$ cat config.mk
export PLATFORM = sky130hd
export DESIGN_NAME = io_controller
export DESIGN_NICKNAME = d
export VERILOG_FILES = /design/src/rtl/io_controller.sv
export SDC_FILE = /design/constraint.sdc
export NUM_CORES = 1
export LEC_CHECK = 0
export BUFFER_PORTS_ARGS = -buffer_cell sky130_fd_sc_hd__buf_2
export CAP_MARGIN = 10
export CORE_MARGIN = 2
export CORE_UTILIZATION = 40
export DETAILED_ROUTE_END_ITERATION = 7
export PLACE_DENSITY = 0.61
export SLEW_MARGIN = 10
export SYNTH_ARGS = -nofsm -noshare
export SYNTH_HDL_FRONTEND = slang
export SYNTH_SLANG_ARGS = --single-unit
export TNS_END_PERCENT = 100
$ cat constraint.sdc
create_clock -name clock -period 5.59 [get_ports clock]
set_input_delay 0.559 -clock clock [delete_from_list [all_inputs] [get_ports clock]]
set_output_delay 0.559 -clock clock [all_outputs]
set_load 0.01 [all_outputs]
$ cat src/rtl/io_controller.sv
// io_controller: memory-mapped LED / seven-segment / switch / button peripheral.
// Pins are double-synchronised; buttons are debounced and raise sticky rising-edge flags.
module io_controller #(
   parameter int unsigned DEBOUNCE_CYCLES = 16
) (
   input  logic        clock,
   input  logic        reset,
   input  logic        sel,
   input  logic        we,
   input  logic [2:0]  addr,
   input  logic [31:0] wdata,
   output logic [31:0] rdata,
   input  logic [13:0] io_input_bus,
   output logic [51:0] io_output_bus
);

   localparam int unsigned NUM_SW  = 10;
   localparam int unsigned NUM_BTN = 4;
   localparam int unsigned NUM_DIG = 6;
   localparam int unsigned IN_W    = NUM_SW + NUM_BTN;
   localparam int unsigned OUT_W   = NUM_SW + 7 * NUM_DIG;
   localparam int unsigned CNT_W   = 16;

   localparam logic [CNT_W-1:0] CNT_MAX   = CNT_W'(DEBOUNCE_CYCLES - 1);
   localparam logic [OUT_W-1:0] OUT_RESET = {{(7*NUM_DIG){1'b1}}, {NUM_SW{1'b0}}};

   localparam logic [2:0] ADDR_LED     = 3'd0;
   localparam logic [2:0] ADDR_HEX_VAL = 3'd1;
   localparam logic [2:0] ADDR_HEX_EN  = 3'd2;
   localparam logic [2:0] ADDR_SW      = 3'd3;
   localparam logic [2:0] ADDR_BTN     = 3'd4;
   localparam logic [2:0] ADDR_BTN_EVT = 3'd5;

   logic [IN_W-1:0]                 sync1_q, sync1_d;
   logic [IN_W-1:0]                 sync2_q, sync2_d;
   logic [NUM_SW-1:0]               led_q, led_d;
   logic [4*NUM_DIG-1:0]            hex_val_q, hex_val_d;
   logic [NUM_DIG-1:0]              hex_en_q, hex_en_d;
   logic [NUM_BTN-1:0]              btn_q, btn_d;
   logic [NUM_BTN-1:0]              evt_q, evt_d;
   logic [NUM_BTN-1:0][CNT_W-1:0]   cnt_q, cnt_d;
   logic [31:0]                     rdata_q, rdata_d;
   logic [OUT_W-1:0]                out_q, out_d;

   logic                            wr_en;
   logic                            rd_en;
   logic [NUM_BTN-1:0]              btn_sync;
   logic [31:0]                     reg_val;
   logic                            unused_wdata;

   assign unused_wdata = ^wdata[31:24];

   // Active-low {g,f,e,d,c,b,a} pattern for one hex nibble.
   function automatic logic [6:0] seg7(input logic [3:0] n);
      case (n)
         4'h0:    seg7 = 7'h40;
         4'h1:    seg7 = 7'h79;
         4'h2:    seg7 = 7'h24;
         4'h3:    seg7 = 7'h30;
         4'h4:    seg7 = 7'h19;
         4'h5:    seg7 = 7'h12;
         4'h6:    seg7 = 7'h02;
         4'h7:    seg7 = 7'h78;
         4'h8:    seg7 = 7'h00;
         4'h9:    seg7 = 7'h10;
         4'hA:    seg7 = 7'h08;
         4'hB:    seg7 = 7'h03;
         4'hC:    seg7 = 7'h46;
         4'hD:    seg7 = 7'h21;
         4'hE:    seg7 = 7'h06;
         default: seg7 = 7'h0E;
      endcase
   endfunction

   always_comb begin
      wr_en     = sel & we;
      rd_en     = sel & ~we;
      sync1_d   = io_input_bus;
      sync2_d   = sync1_q;
      btn_sync  = sync2_q[IN_W-1:NUM_SW];
      led_d     = led_q;
      hex_val_d = hex_val_q;
      hex_en_d  = hex_en_q;
      btn_d     = btn_q;
      cnt_d     = cnt_q;
      evt_d     = evt_q;
      rdata_d   = rdata_q;
      reg_val   = '0;
      out_d     = '0;

      if (wr_en) begin
         case (addr)
            ADDR_LED:     led_d     = wdata[NUM_SW-1:0];
            ADDR_HEX_VAL: hex_val_d = wdata[4*NUM_DIG-1:0];
            ADDR_HEX_EN:  hex_en_d  = wdata[NUM_DIG-1:0];
            ADDR_BTN_EVT: evt_d     = evt_q & ~wdata[NUM_BTN-1:0];
            default:      ;
         endcase
      end

      // Counter runs only while the synchronised pin disagrees with the accepted level.
      for (int i = 0; i < int'(NUM_BTN); i++) begin
         if (btn_sync[i] == btn_q[i]) begin
            cnt_d[i] = '0;
         end else if (cnt_q[i] == CNT_MAX) begin
            btn_d[i] = btn_sync[i];
            cnt_d[i] = '0;
         end else begin
            cnt_d[i] = cnt_q[i] + CNT_W'(1);
         end
      end

      // A new rising edge overrides a same-cycle W1C.
      evt_d = evt_d | (btn_d & ~btn_q);

      case (addr)
         ADDR_LED:     reg_val = 32'(led_q);
         ADDR_HEX_VAL: reg_val = 32'(hex_val_q);
         ADDR_HEX_EN:  reg_val = 32'(hex_en_q);
         ADDR_SW:      reg_val = 32'(sync2_q[NUM_SW-1:0]);
         ADDR_BTN:     reg_val = 32'(btn_q);
         ADDR_BTN_EVT: reg_val = 32'(evt_q);
         default:      reg_val = '0;
      endcase
      if (rd_en) begin
         rdata_d = reg_val;
      end

      out_d[NUM_SW-1:0] = led_q;
      for (int d = 0; d < int'(NUM_DIG); d++) begin
         out_d[NUM_SW + 7*d +: 7] = hex_en_q[d] ? seg7(hex_val_q[4*d +: 4]) : 7'h7F;
      end
   end

   always_ff @(posedge clock) begin
      if (reset) begin
         sync1_q   <= '0;
         sync2_q   <= '0;
         led_q     <= '0;
         hex_val_q <= '0;
         hex_en_q  <= '0;
         btn_q     <= '0;
         evt_q     <= '0;
         cnt_q     <= '0;
         rdata_q   <= '0;
         out_q     <= OUT_RESET;
      end else begin
         sync1_q   <= sync1_d;
         sync2_q   <= sync2_d;
         led_q     <= led_d;
         hex_val_q <= hex_val_d;
         hex_en_q  <= hex_en_d;
         btn_q     <= btn_d;
         evt_q     <= evt_d;
         cnt_q     <= cnt_d;
         rdata_q   <= rdata_d;
         out_q     <= out_d;
      end
   end

   assign rdata         = rdata_q;
   assign io_output_bus = out_q;

endmodule

==> summary by stage <==
Placed design
The post-DP HPWL is 14,200 um. Routability-driven placement finished with a final weighted congestion of 0.857. In this run, placement finished with an instance count of 1,362.

Port buffering added 120 buffers.

Global routing
The first global-routing pass estimated 33,900 um of wire. The sum of overflow across all layers after global routing is 0. Across every metal layer, demand over resource in global routing totals 16.9%. The number of antenna violations at the first check in global routing is 1.

The via count of the first global-routing pass is 6,761. Entering global routing, the biggest net connects 81 pins.

Yosys
sky130_fd_sc_hd__dfxtp_1 takes more of the synthesized area than any other cell. Yosys attributes the largest share of cell area to sky130_fd_sc_hd__dfxtp_1 47%, sky130_fd_sc_hd__ha_1 5.4%, sky130_fd_sc_hd__nor2_1 4.8%, sky130_fd_sc_hd__xnor2_1 4.7%, sky130_fd_sc_hd__mux2i_1 4.2%. After synthesis, the share of flip-flops with an asynchronous set or reset is 0%. The library cell with the highest instance count after synthesis is sky130_fd_sc_hd__dfxtp_1.

After technology mapping, the gate count stands at 1,005. The flip-flop cell with the highest count after synthesis is sky130_fd_sc_hd__dfxtp_1. The flip-flop and latch count after synthesis is 216. Yosys printed 0 warnings. The proportion of netlist area held by the largest area contributor is 46.8%. In this run the cell area of the synthesized design comes to 9230 um^2. The count of unique library cells instantiated by Yosys is 53. Counting instances in the post-synthesis netlist gives the leading cell types as 216 x sky130_fd_sc_hd__dfxtp_1, 119 x sky130_fd_sc_hd__nor2_1, 90 x sky130_fd_sc_hd__nand2_1. The mean area per synthesized cell is 9.19 um^2. The synthesized design contains 0 enable-type register cells. The sequential element share of the synthesized area is 46.8%.

Power and ir drop
The share of total power dissipated in sequential elements is 47.4%. The switching share of total power is 21.7%. The internal power component is 2.60 mW. The clock network is responsible for 49.3% of the overall power. The standby leakage power is 3.89 nW. For this design the total switching power over the nets is 719 uW. For this design the ratio of total power to cell area is 306 nW/um^2.

The part of the power in combinational logic is 3.3%. The worst-case IR drop observed on VDD is 0.193 mV.

Clock network
The number of post-CTS setup repair buffers is 0. The post-CTS resize count is 0. The count of H-tree levels built during CTS is 1. The maximum root-to-sink buffer count is 3. TritonCTS built the clock tree.

The clock-pin transition on the worst setup and hold timing paths is 0.06 ns. The clock root buffer master is sky130_fd_sc_hd__clkbuf_16. The count of hold buffers inserted by post-cts repair is 0. The number of buffers created by CTS is 25. The latest clock arrival within the worst-skew pair is 0.52 ns. The number of sinks on the clock net is 216.

Floorplanning
The number of standard-cell rows in the floorplan is 55. The floorplan core area is 22,600 um^2. From left edge to right edge, the die measures 156 um. The floorplan step defined a die boundary enclosing 24,300 um^2. The initial utilization of the core area, before any placement, comes to 40.8%. Pin placement for this block handled 137 I/O pins. The die span in y is 156 um.

Detailed routing
The final layout contains routed wiring with a total length of 20,600 um. The detailed router finished its first iteration with 247 violations. The post-detailed-route count of antenna-violating nets is 0. For this run, the detailed router's first-pass iteration total came to 4. After detailed routing, the number of vias per cell comes to 5.05. The detailed-route DRC error count is 0.

The via count of the routed design is 7,116. The post-detailed-route wirelength per cell is 14.6 um.

Setup path
The end of the worst register-to-register path is io_output_bus[34]. The reg-to-reg critical path startpoint is hex_val_q[12]. Walking the worst path, the cells encountered are buf_2 -> nand2b_1 -> nor3_2 -> a22oi_1 -> nor2_1. For the worst setup path, the data required time is 6.04 ns. The worst endpoint data arrival time is 2.72 ns. For this design, the slowest cell found on the critical path is sky130_fd_sc_hd__nor3_2. The critical path starts at addr[0].

The minimum setup slack among reg-to-reg paths is 3.59 ns. The kind of end point of the critical path is a flop. The highest cell delay on the worst timing path is 0.96 ns. The worst register-to-register path has a depth of 5. The number of buffers and inverters on the critical path is 1. The worst setup path category is in -> reg. The maximum net fanout on the critical path is 22. The family with the most delay on the worst path is simple AND/OR/NAND/NOR gates. The type of origin of the critical path is an input port.

Cells and area
The total of fill cells in the finished design is 2,205. The post-route non-filler standard cell count is 1,409. After the last flow step, the layout net total stands at 1,197. The utilization of the core after routing is 47.8%. The growth of design area from synthesis to finish is 17.2%. The post-route netlist has 16.8% of its cells at a drive strength greater than 1.

Flow run
The max-capacitance violation count is 0.

STA
In this run the tightest slew margin relative to its limit is 21.8%. The post-route fraction of the period consumed by the critical path is 40.5%. The minimum clock period after layout is 2.27 ns. For this run, the top clock speed supported by timing is 441 MHz.

The number of failing hold endpoints at the final stage came to 0. The setup clock skew after layout is 0.0154 ns. The final max-slew violation count is 0.

The slew at the pin closest to its max-slew limit is 1.17 ns. Setup total negative slack on the finished layout was measured at 0 ns. Final hold analysis gives a worst-case slack of 0.241 ns. The final number of setup-violating endpoints is 0.

Setup repair after global routing left no endpoint under its margin.

Min path
In this run the most critical hold path is launched from io_input_bus[13]. For hold timing, the worst endpoint is sync1_q[13]. The path class of the lowest-slack min-delay path is in -> reg. Counting instances, the worst hold path has a depth of 2.

Status
The run finished with clean final reports.
[cells in the final DEF, fill, tap and decap left out, types with 32 or more instances in the layout]
cell type / instances
sky130_fd_sc_hd__nand3_1: 32
sky130_fd_sc_hd__mux2i_1: 39
sky130_fd_sc_hd__buf_2: 119
sky130_fd_sc_hd__nor2_1: 119
sky130_fd_sc_hd__inv_1: 39
sky130_fd_sc_hd__nand2_1: 90
sky130_fd_sc_hd__xnor2_1: 50
sky130_fd_sc_hd__dfxtp_1: 216
sky130_fd_sc_hd__ha_1: 40
sky130_fd_sc_hd__nor2b_1: 49
sky130_fd_sc_hd__a21oi_1: 36
[cells by family (layout without fill, tap and decap cells)]
group	count (synthesis)	count (layout)	synth area share, %
buffers and inverters	97	208	4.43
other	1	9	0.0406
XOR/XNOR	58	58	5.50
flip-flops	216	216	46.8
AO/OA/AOI/OAI	143	143	10.2
adder cells (fa/ha/maj)	40	40	5.42
multiplexers	46	46	5.81
AND/OR/NAND/NOR	404	404	21.8
[power groups by stage]
stage	Combinational [mW]	Sequential (mW)	Clock [mW]
2_1_floorplan	0.0737	1.60	0
3_3_place_gp	0.109	1.61	0
3_5_place_dp	0.110	1.61	0
4_1_cts	0.110	1.57	1.68
5_1_grt	0.122	1.57	1.75
6_report	0.109	1.57	1.63
[how the worst max path moves through the flow]
stage	slack, ns	endpoint	depth (start not counted)
floorplan	3.74	hex_val_q[15]	7
global placement	2.79	hex_val_q[14]	5
detailed placement	2.75	hex_val_q[23]	5
CTS	3.32	hex_val_q[23]	5
global route	3.07	hex_val_q[0]	5
finish	3.32	rdata[10]	5
[through the flow]
step                      instance area, um^2  setup slack [ns]  total power, mW
after floorplan                          9260              3.74             1.67
after global placement                   9980              2.79             1.71
after detailed placement                 9980              2.75             1.72
after CTS                               10800              3.32             3.36
after global routing                    10800              3.07             3.44
final                                   10800              3.32             3.32
[registers in the layout, indices dropped and copies added (netlist names)]
name,flops
rdata,24
led_q,10
sync2_q,14
hex_en_q,6
cnt_q,64
sync1_q,14
btn_q,4
io_output_bus,52
evt_q,4
hex_val_q,24
[cell type report]
class / instances / area [um^2] / share of cell area [%]
diodes: 1 / 2.50 / 0.0231
flip-flops and latches: 216 / 4320 / 40.0
clock inverters: 16 / 164 / 1.51
well taps: 285 / 357 / 3.30
inverters: 40 / 150 / 1.39
clock buffers: 30 / 674 / 6.23
repair buffers: 122 / 618 / 5.71
multi-input cells: 699 / 4530 / 41.9
[per-layer routing]
metal | up-vias | part of all wire, % | GRT usage, % | wire length (um)
met4 | 0 | 1.7 | 4.28 | 344
met5 | - | 0 | 0 | 0
li1 | 3640 | - | - | -
met1 | 3295 | 48 | 23.5 | 9960
met2 | 155 | 45 | 27.2 | 9350
met3 | 26 | 4.8 | 3.28 | 983
Note: power is estimated with default switching activity, not from simulation.
